==> src/rtl/cart_bank_mapper.sv <==
// cart_bank_mapper: cartridge bank mapper and ROM read bridge between toggle handshakes.
// Define CART_BANK_MAPPER_WRAP_EN to AND translated addresses with rom_mask (ROM mirroring).
module cart_bank_mapper #(
  parameter int unsigned SLOTS       = 8,
  parameter int unsigned SLOT_AW     = 19,
  parameter int unsigned BANK_W      = 6,
  parameter int unsigned FIXED_SLOT0 = 1,
  localparam int unsigned SW         = $clog2(SLOTS),
  localparam int unsigned PAW        = BANK_W + SLOT_AW
) (
  input  logic                  clk_sys,
  input  logic                  reset,
  input  logic                  map_we,
  input  logic [SW-1:0]         map_a,
  input  logic [BANK_W-1:0]     map_d,
  input  logic [SLOT_AW+SW-1:1] cpu_addr,
  input  logic                  cpu_req,
  output logic                  cpu_ack,
  output logic [15:0]           cpu_dout,
  output logic [PAW-1:1]        mem_addr,
  output logic                  mem_req,
  input  logic                  mem_ack,
  input  logic [15:0]           mem_din,
  input  logic [PAW-1:1]        rom_mask,
  output logic                  use_map,
  output logic                  busy
);

  typedef enum logic [1:0] {StIdle, StXlate, StWait, StDrain} state_e;

  state_e                  state_q, state_d;
  logic [SLOT_AW+SW-1:1]   addr_q, addr_d;
  logic [BANK_W-1:0]       bank_q [SLOTS];
  logic [BANK_W-1:0]       bank_d [SLOTS];
  logic                    use_map_q, use_map_d;
  logic                    cpu_ack_q, cpu_ack_d;
  logic [15:0]             cpu_dout_q, cpu_dout_d;
  logic [PAW-1:1]          mem_addr_q, mem_addr_d;
  logic                    mem_req_q, mem_req_d;

  logic [SW-1:0]           slot;
  logic [PAW-1:1]          phys_mapped;
  logic [PAW-1:1]          phys_raw;
  logic [PAW-1:1]          phys;

  assign slot        = addr_q[SLOT_AW+SW-1:SLOT_AW];
  assign phys_mapped = {bank_q[slot], addr_q[SLOT_AW-1:1]};
  assign phys_raw    = use_map_q ? phys_mapped : (PAW-1)'(addr_q);

`ifdef CART_BANK_MAPPER_WRAP_EN
  assign phys = phys_raw & rom_mask;
`else
  logic unused_rom_mask;
  assign unused_rom_mask = ^rom_mask;
  assign phys            = phys_raw;
`endif

  always_comb begin
    state_d    = state_q;
    addr_d     = addr_q;
    bank_d     = bank_q;
    use_map_d  = use_map_q;
    cpu_ack_d  = cpu_ack_q;
    cpu_dout_d = cpu_dout_q;
    mem_addr_d = mem_addr_q;
    mem_req_d  = mem_req_q;

    // Bank writes land on the next edge, so an XLATE in progress still sees the old value.
    if (map_we && !((FIXED_SLOT0 != 0) && (map_a == '0))) begin
      bank_d[map_a] = map_d;
      use_map_d     = 1'b1;
    end

    unique case (state_q)
      StIdle: begin
        if (cpu_req != cpu_ack_q) begin
          addr_d  = cpu_addr;
          state_d = StXlate;
        end
      end
      StXlate: begin
        mem_addr_d = phys;
        mem_req_d  = ~mem_req_q;
        state_d    = StWait;
      end
      StWait: begin
        if (mem_ack == mem_req_q) begin
          cpu_dout_d = mem_din;
          cpu_ack_d  = ~cpu_ack_q;
          state_d    = StIdle;
        end
      end
      StDrain: begin
        if (mem_ack == mem_req_q) begin
          state_d = StIdle;
        end
      end
      default: state_d = StIdle;
    endcase

    // mem_req is left alone so an outstanding DDR access can finish and be drained.
    if (reset) begin
      cpu_ack_d  = cpu_req;
      cpu_dout_d = '0;
      mem_addr_d = '0;
      use_map_d  = 1'b0;
      addr_d     = '0;
      for (int unsigned i = 0; i < SLOTS; i++) begin
        bank_d[i] = BANK_W'(i);
      end
      state_d = (mem_req_q != mem_ack) ? StDrain : StIdle;
    end
  end

  always_ff @(posedge clk_sys) begin
    state_q    <= state_d;
    addr_q     <= addr_d;
    bank_q     <= bank_d;
    use_map_q  <= use_map_d;
    cpu_ack_q  <= cpu_ack_d;
    cpu_dout_q <= cpu_dout_d;
    mem_addr_q <= mem_addr_d;
    mem_req_q  <= mem_req_d;
  end

  assign cpu_ack  = cpu_ack_q;
  assign cpu_dout = cpu_dout_q;
  assign mem_addr = mem_addr_q;
  assign mem_req  = mem_req_q;
  assign use_map  = use_map_q;
  assign busy     = (state_q != StIdle);

endmodule

==> config.mk <==
export PLATFORM = sky130hd
export DESIGN_NAME = cart_bank_mapper
export DESIGN_NICKNAME = d
export VERILOG_FILES = /design/src/rtl/cart_bank_mapper.sv
export SDC_FILE = /design/constraint.sdc
export NUM_CORES = 1
export LEC_CHECK = 0
export BUFFER_PORTS_ARGS = -buffer_cell sky130_fd_sc_hd__buf_2
export CORE_MARGIN = 8
export CORE_UTILIZATION = 48
export DETAILED_ROUTE_END_ITERATION = 10
export PLACE_DENSITY = 0.75
export SLEW_MARGIN = 20
export SYNTH_ARGS = -nofsm -noshare
export SYNTH_HDL_FRONTEND = slang
export SYNTH_SLANG_ARGS = --single-unit
==> constraint.sdc <==
create_clock -name clk_sys -period 1.6 [get_ports clk_sys]
set_clock_uncertainty 0.15 [all_clocks]
set_input_delay 0.32 -clock clk_sys [delete_from_list [all_inputs] [get_ports clk_sys]]
set_output_delay 0.32 -clock clk_sys [all_outputs]
set_load 0.1 [all_outputs]
Word-level counts from Yosys, hierarchy flattened
Cells that the tools add are included. Widths: inputs -> output; s select.

Register bits after elaboration: 114. Bits in latches: 0. Memory bits (writable): 0. Bits in read-only memories: 0. Input bits: 75. Output and inout bits: 44. Word-level logic and storage cells: 58. Memories kept: 0.

Add/sub/neg operators: 0. $mul: 0. Divide/modulo/power cells: 0. $lt $le $gt $ge: 3. Equality and inequality tests: 8. Shifts and indexed selects: 0. Muxes and demuxes: 15. Bitwise logic cells: 4. Reduce and logical (&&, ||, !) cells: 13.

Operators by type and width (number): $bwmux 48 (1); $mux 24 (1); $bmux 6 s3 (1); $demux 6 s3 (1); $mux 6 (3); $ge 4x4->1 const B (2); $mux 2 (4); $not 3->4 (2); $reduce_and 2->1 (4); $pmux 2 s3 (1); $reduce_bool 2->1 (3); $eq 2x2->1 const B (2); $lt 4x1->1 const B (1); $logic_not 3->1 (1); $mux 1 (3); $ne 3x1->1 const B (1); $ne 3x3->1 const B (1); $eq 2x1->1 const B (1); $logic_and 1x1->1 (2); $logic_not 2->1 (1); $ne 1x1->1 (2); $not 1->1 (2); $reduce_or 2->1 (1); $eq 1x1->1 (1); $logic_not 1->1 (1).

Depth between registers and ports, before layout
Word-level depth: 6. Mapped depth: 6. Gate-level depth less buffers: 4.

Least setup slack after synthesis
No wires, ideal clock.

Path kind: register -> register. Start point: register use_map_q (netlist: use_map). End point: register mem_addr_q (netlist bit mem_addr[21]). Library setup time: 0.119 ns. Arrival time: 1.905 ns. Required time: 1.331 ns. Setup slack: -0.574 ns. Stages on the path, launching flop included: 4. Buffers on the path: 0. Cells stage by stage: dfxtp_1 -> inv_1 -> o41a_1 -> a32o_1.

Cells in the longest elaborated chain, start to end: 1.

RTL lines: from (decl) (RTL line 35) `logic use_map_q, use_map_d;`; from (signal assigned) (RTL line 119) `use_map_q <= use_map_d;`; $mux 24 (RTL line 48) `assign phys_raw = use_map_q ? phys_mapped : (PAW-1)'(addr_q);`; to (signal assigned) (RTL line 122) `mem_addr_q <= mem_addr_d;`; to (decl) (RTL line 38) `logic [PAW-1:1] mem_addr_q, mem_addr_d;`.

Every way passes these cells. A chain may end at the register's enable or synchronous reset.

Worst setup path in the final report
Start point: register state_q[0]. End point: output busy.

Cells in the longest elaborated chain, start to end: 1.

RTL lines: from (decl) (RTL line 31) `state_e state_q, state_d;`; from (signal assigned) (RTL line 116) `state_q <= state_d;`; $reduce_bool 2->1 (RTL line 131) `assign busy = (state_q != StIdle);`; to (decl) (RTL line 26) `output logic busy`.

Every way passes these cells.

==> flow_summary.toml <==
[cts]
cts-root-buf = "clkbuf_8"
cts.path.max_buffers = 2
cts_tree = "built"
cts_max_level = 4
clock_sinks = 114
clk_pin_slew_worst_paths_ns = 0.06
cts_buffers = 17
clk_latency_ns = 0.52

[min_path]
worstHoldPathType = "in -> reg"

[synthesis]
synth_area_leader_cell = "dfxtp_1"
synth.avg_cell_area_sq_um = 9.54
synth_seq_cells = 114
synth_top_area_share_pct = 46.7
netlist_area_sq_um = 4710
yosysWarnings = 0
netlist_instances = 494
yosysSeqAreaShare_pct = 49.3
synth.area.top_cells = "dfxtp_1, mux2i_1, a21oi_1, nand3_1, nor2_1"
syn-num-nets = 569
ys_types = 44

[placed_design]
place.gp.congestion = 0.808
place_ws_ns = -0.0595
hpwlAfterDp_microns = 8510
portBuffers = 94

[drt]
routed_via_density = 5.57
wl_microns = 15300
ant_nets = 0
routedWlPerCell_microns = 19.0
drtIter0Drc = 255
drc = 0
vias = 4497
first_pass_iters = 5

[layout]
layout-drive-gt1-share_pct = 38.0
antenna_cells = 0
nets = 736
area_growth_pct = 56.8
final_util_pct = 76.6

[sta]
tightest_slew_ns = 0.479
fin_crit_sh_pct = 113
rsz0062_at_grt = "true"
min_period_ns = 1.80
hold_viol = 0
max_freq_mhz = 554
setup_viol = 14
maxSlewHeadroom_pct = 68.1
maxSlewViolCount = 0
timing.final.ws_setup_ns = -0.204

[worst_setup_path]
cp-end-kind = "output port"
crit_type = "reg -> out"
cp_max_fo = 2
required_ns = 1.13
start_kind = "flip-flop"
worstPathArrival_ns = 1.33

[global_routing]
grt-ovfl-total = 0
gr-usage-all-layers_pct = 21.9
grt_pass1_vias = 4620
grt_pass1_wl_microns = 22900
grt_antenna_before_repair = 0
grt_max_degree = 38

[power]
peakVddDrop_mv = 0.921
powerDensity_nw_per_um2 = 1540
leakage_nw = 2.93

[floorplanning]
core_area_sq_um = 9640
die_area_sq_um = 13200
num_io_pins = 119
initial_core_util_pct = 48.9
rows = 36
die_x_microns = 115
die_y_microns = 115

[outcome]
violations = "setup timing"
outcome = "finished, violations left"

[job]
maxCapViolCount = 0
[through the flow]
stage	instance area [sq um]	std cells	TNS (ns)	total power, mW	hold WS [ns]
floorplan	4820	494	-12.17	5.85	0.278
detailed placement	5710	723	-0.177	6.83	0.295
finish	7390	807	-0.552	11.4	0.0242
global placement	5710	723	-0.134	6.75	0.290
global route	7390	807	-1.31	11.8	0.0494
CTS	7080	804	-0.351	10.9	0.00558
[cells in the final DEF (no fill, tap or decap), drive strengths merged, types with 4 or more instances in the layout]
cell type      n
mux2i         47
nor2          42
and4bb         4
o21ai         40
dfxtp        110
clkinv         4
a22oi          7
nand3         39
buf          145
dlygate4sd3   43
a21oi         56
a211o         12
inv           11
nor2b         11
clkbuf        21
edfxtp         4
nand2         39
a32o           4
[Yosys cell counts]
library cell and number:
nor2b_1 11, nand4b_2 3, xnor2_1 1, xnor2_2 1, o221ai_1 1, and2b_1 1, nor2_1 42, inv_1 7
o21ai_2 9, xor2_1 1, nand2_1 39, buf_1 2, buf_2 21, o311a_1 2, o21ai_0 7, edfxtp_1 4
and2_1 1, buf_6 2, and4bb_1 4, mux4_2 2, o41a_1 1, nor3b_1 1, or2_1 1, o21ai_1 24
a21oi_2 9, a22oi_1 7, nand2b_1 3, nand3_1 39, a32o_1 4, mux2i_1 47, a21oi_1 47, a21o_1 1
nand4_1 2, and3b_1 2, o31ai_1 1, a211o_1 12, buf_4 2, a221o_1 2, inv_2 1, xor2_2 1
mux2_2 1, dfxtp_1 110, mux2_1 2, clkbuf_1 13
[cell families after synthesis]
family / synth area share [%]
multiplexers: 11.7
AND/OR/NAND/NOR: 15.7
flip-flops: 49.3
XOR/XNOR: 1.06
buffers and inverters: 4.86
AO/OA/AOI/OAI: 17.4
[per-layer routing]
layer  up-vias  share of wire, %  GRT usage [%]
met1      2147                37           24.0
li1       2096                 -              -
met5         -                 0              0
met4         0               3.3           10.1
met2       205                53           39.4
met3        49               7.1           5.04
[critical path, stage by stage, from the launching register on]
cell and delay [ns]:
edfxtp_1 0.43, nor2_2 0.14, inv_2 0.08, buf_12 0.17
[final cells by class]
| type | count | area, sq um |
|---|---|---|
| sequential | 114 | 2350 |
| multi-input combinational | 332 | 2330 |
| fill | 609 | 2250 |
| timing repair buffer | 188 | 1920 |
| clock buffer | 21 | 492 |
| tap | 133 | 166 |
| clock inverter | 11 | 96.3 |
| inverter | 8 | 32.5 |
[worst paths after layout]
check / cells after the start / slack, ns / end / from
setup / recovery: 3 / -0.20 / busy / state_q[0]
setup reg to reg: 5 / -0.06 / mem_addr[20] / state_q[0]
hold / removal: 3 / 0.02 / use_map / map_we
hold reg to reg: 1 / 0.31 / bank_q[8] / bank_q[8]
[where the power goes]
group	leakage [nW]	internal (mW)	total (mW)	switching, mW
sequential	0.943	3.17	3.43	0.260
clock	0.287	2.32	3.67	1.35
combinational	1.70	1.59	4.28	2.69
total	2.93	7.09	11.4	4.30
[flip-flops by register name (all words and copies together), names as in the netlist]
register	flops
addr_q	21
bank_q	48
cpu_ack	1
cpu_dout	16
mem_addr	24
mem_req	1
state_q	2
use_map	1
[repair_timing]
item                       in CTS  in global routing
hold buffers                   43                  0
gates resized for setup        95                 82
hold endpoints to repair       51                  0
buffers inserted                7                  3
pin swaps                       1                  5
setup endpoints to repair      46                 52
Note: power is estimated with default switching activity, not from simulation.
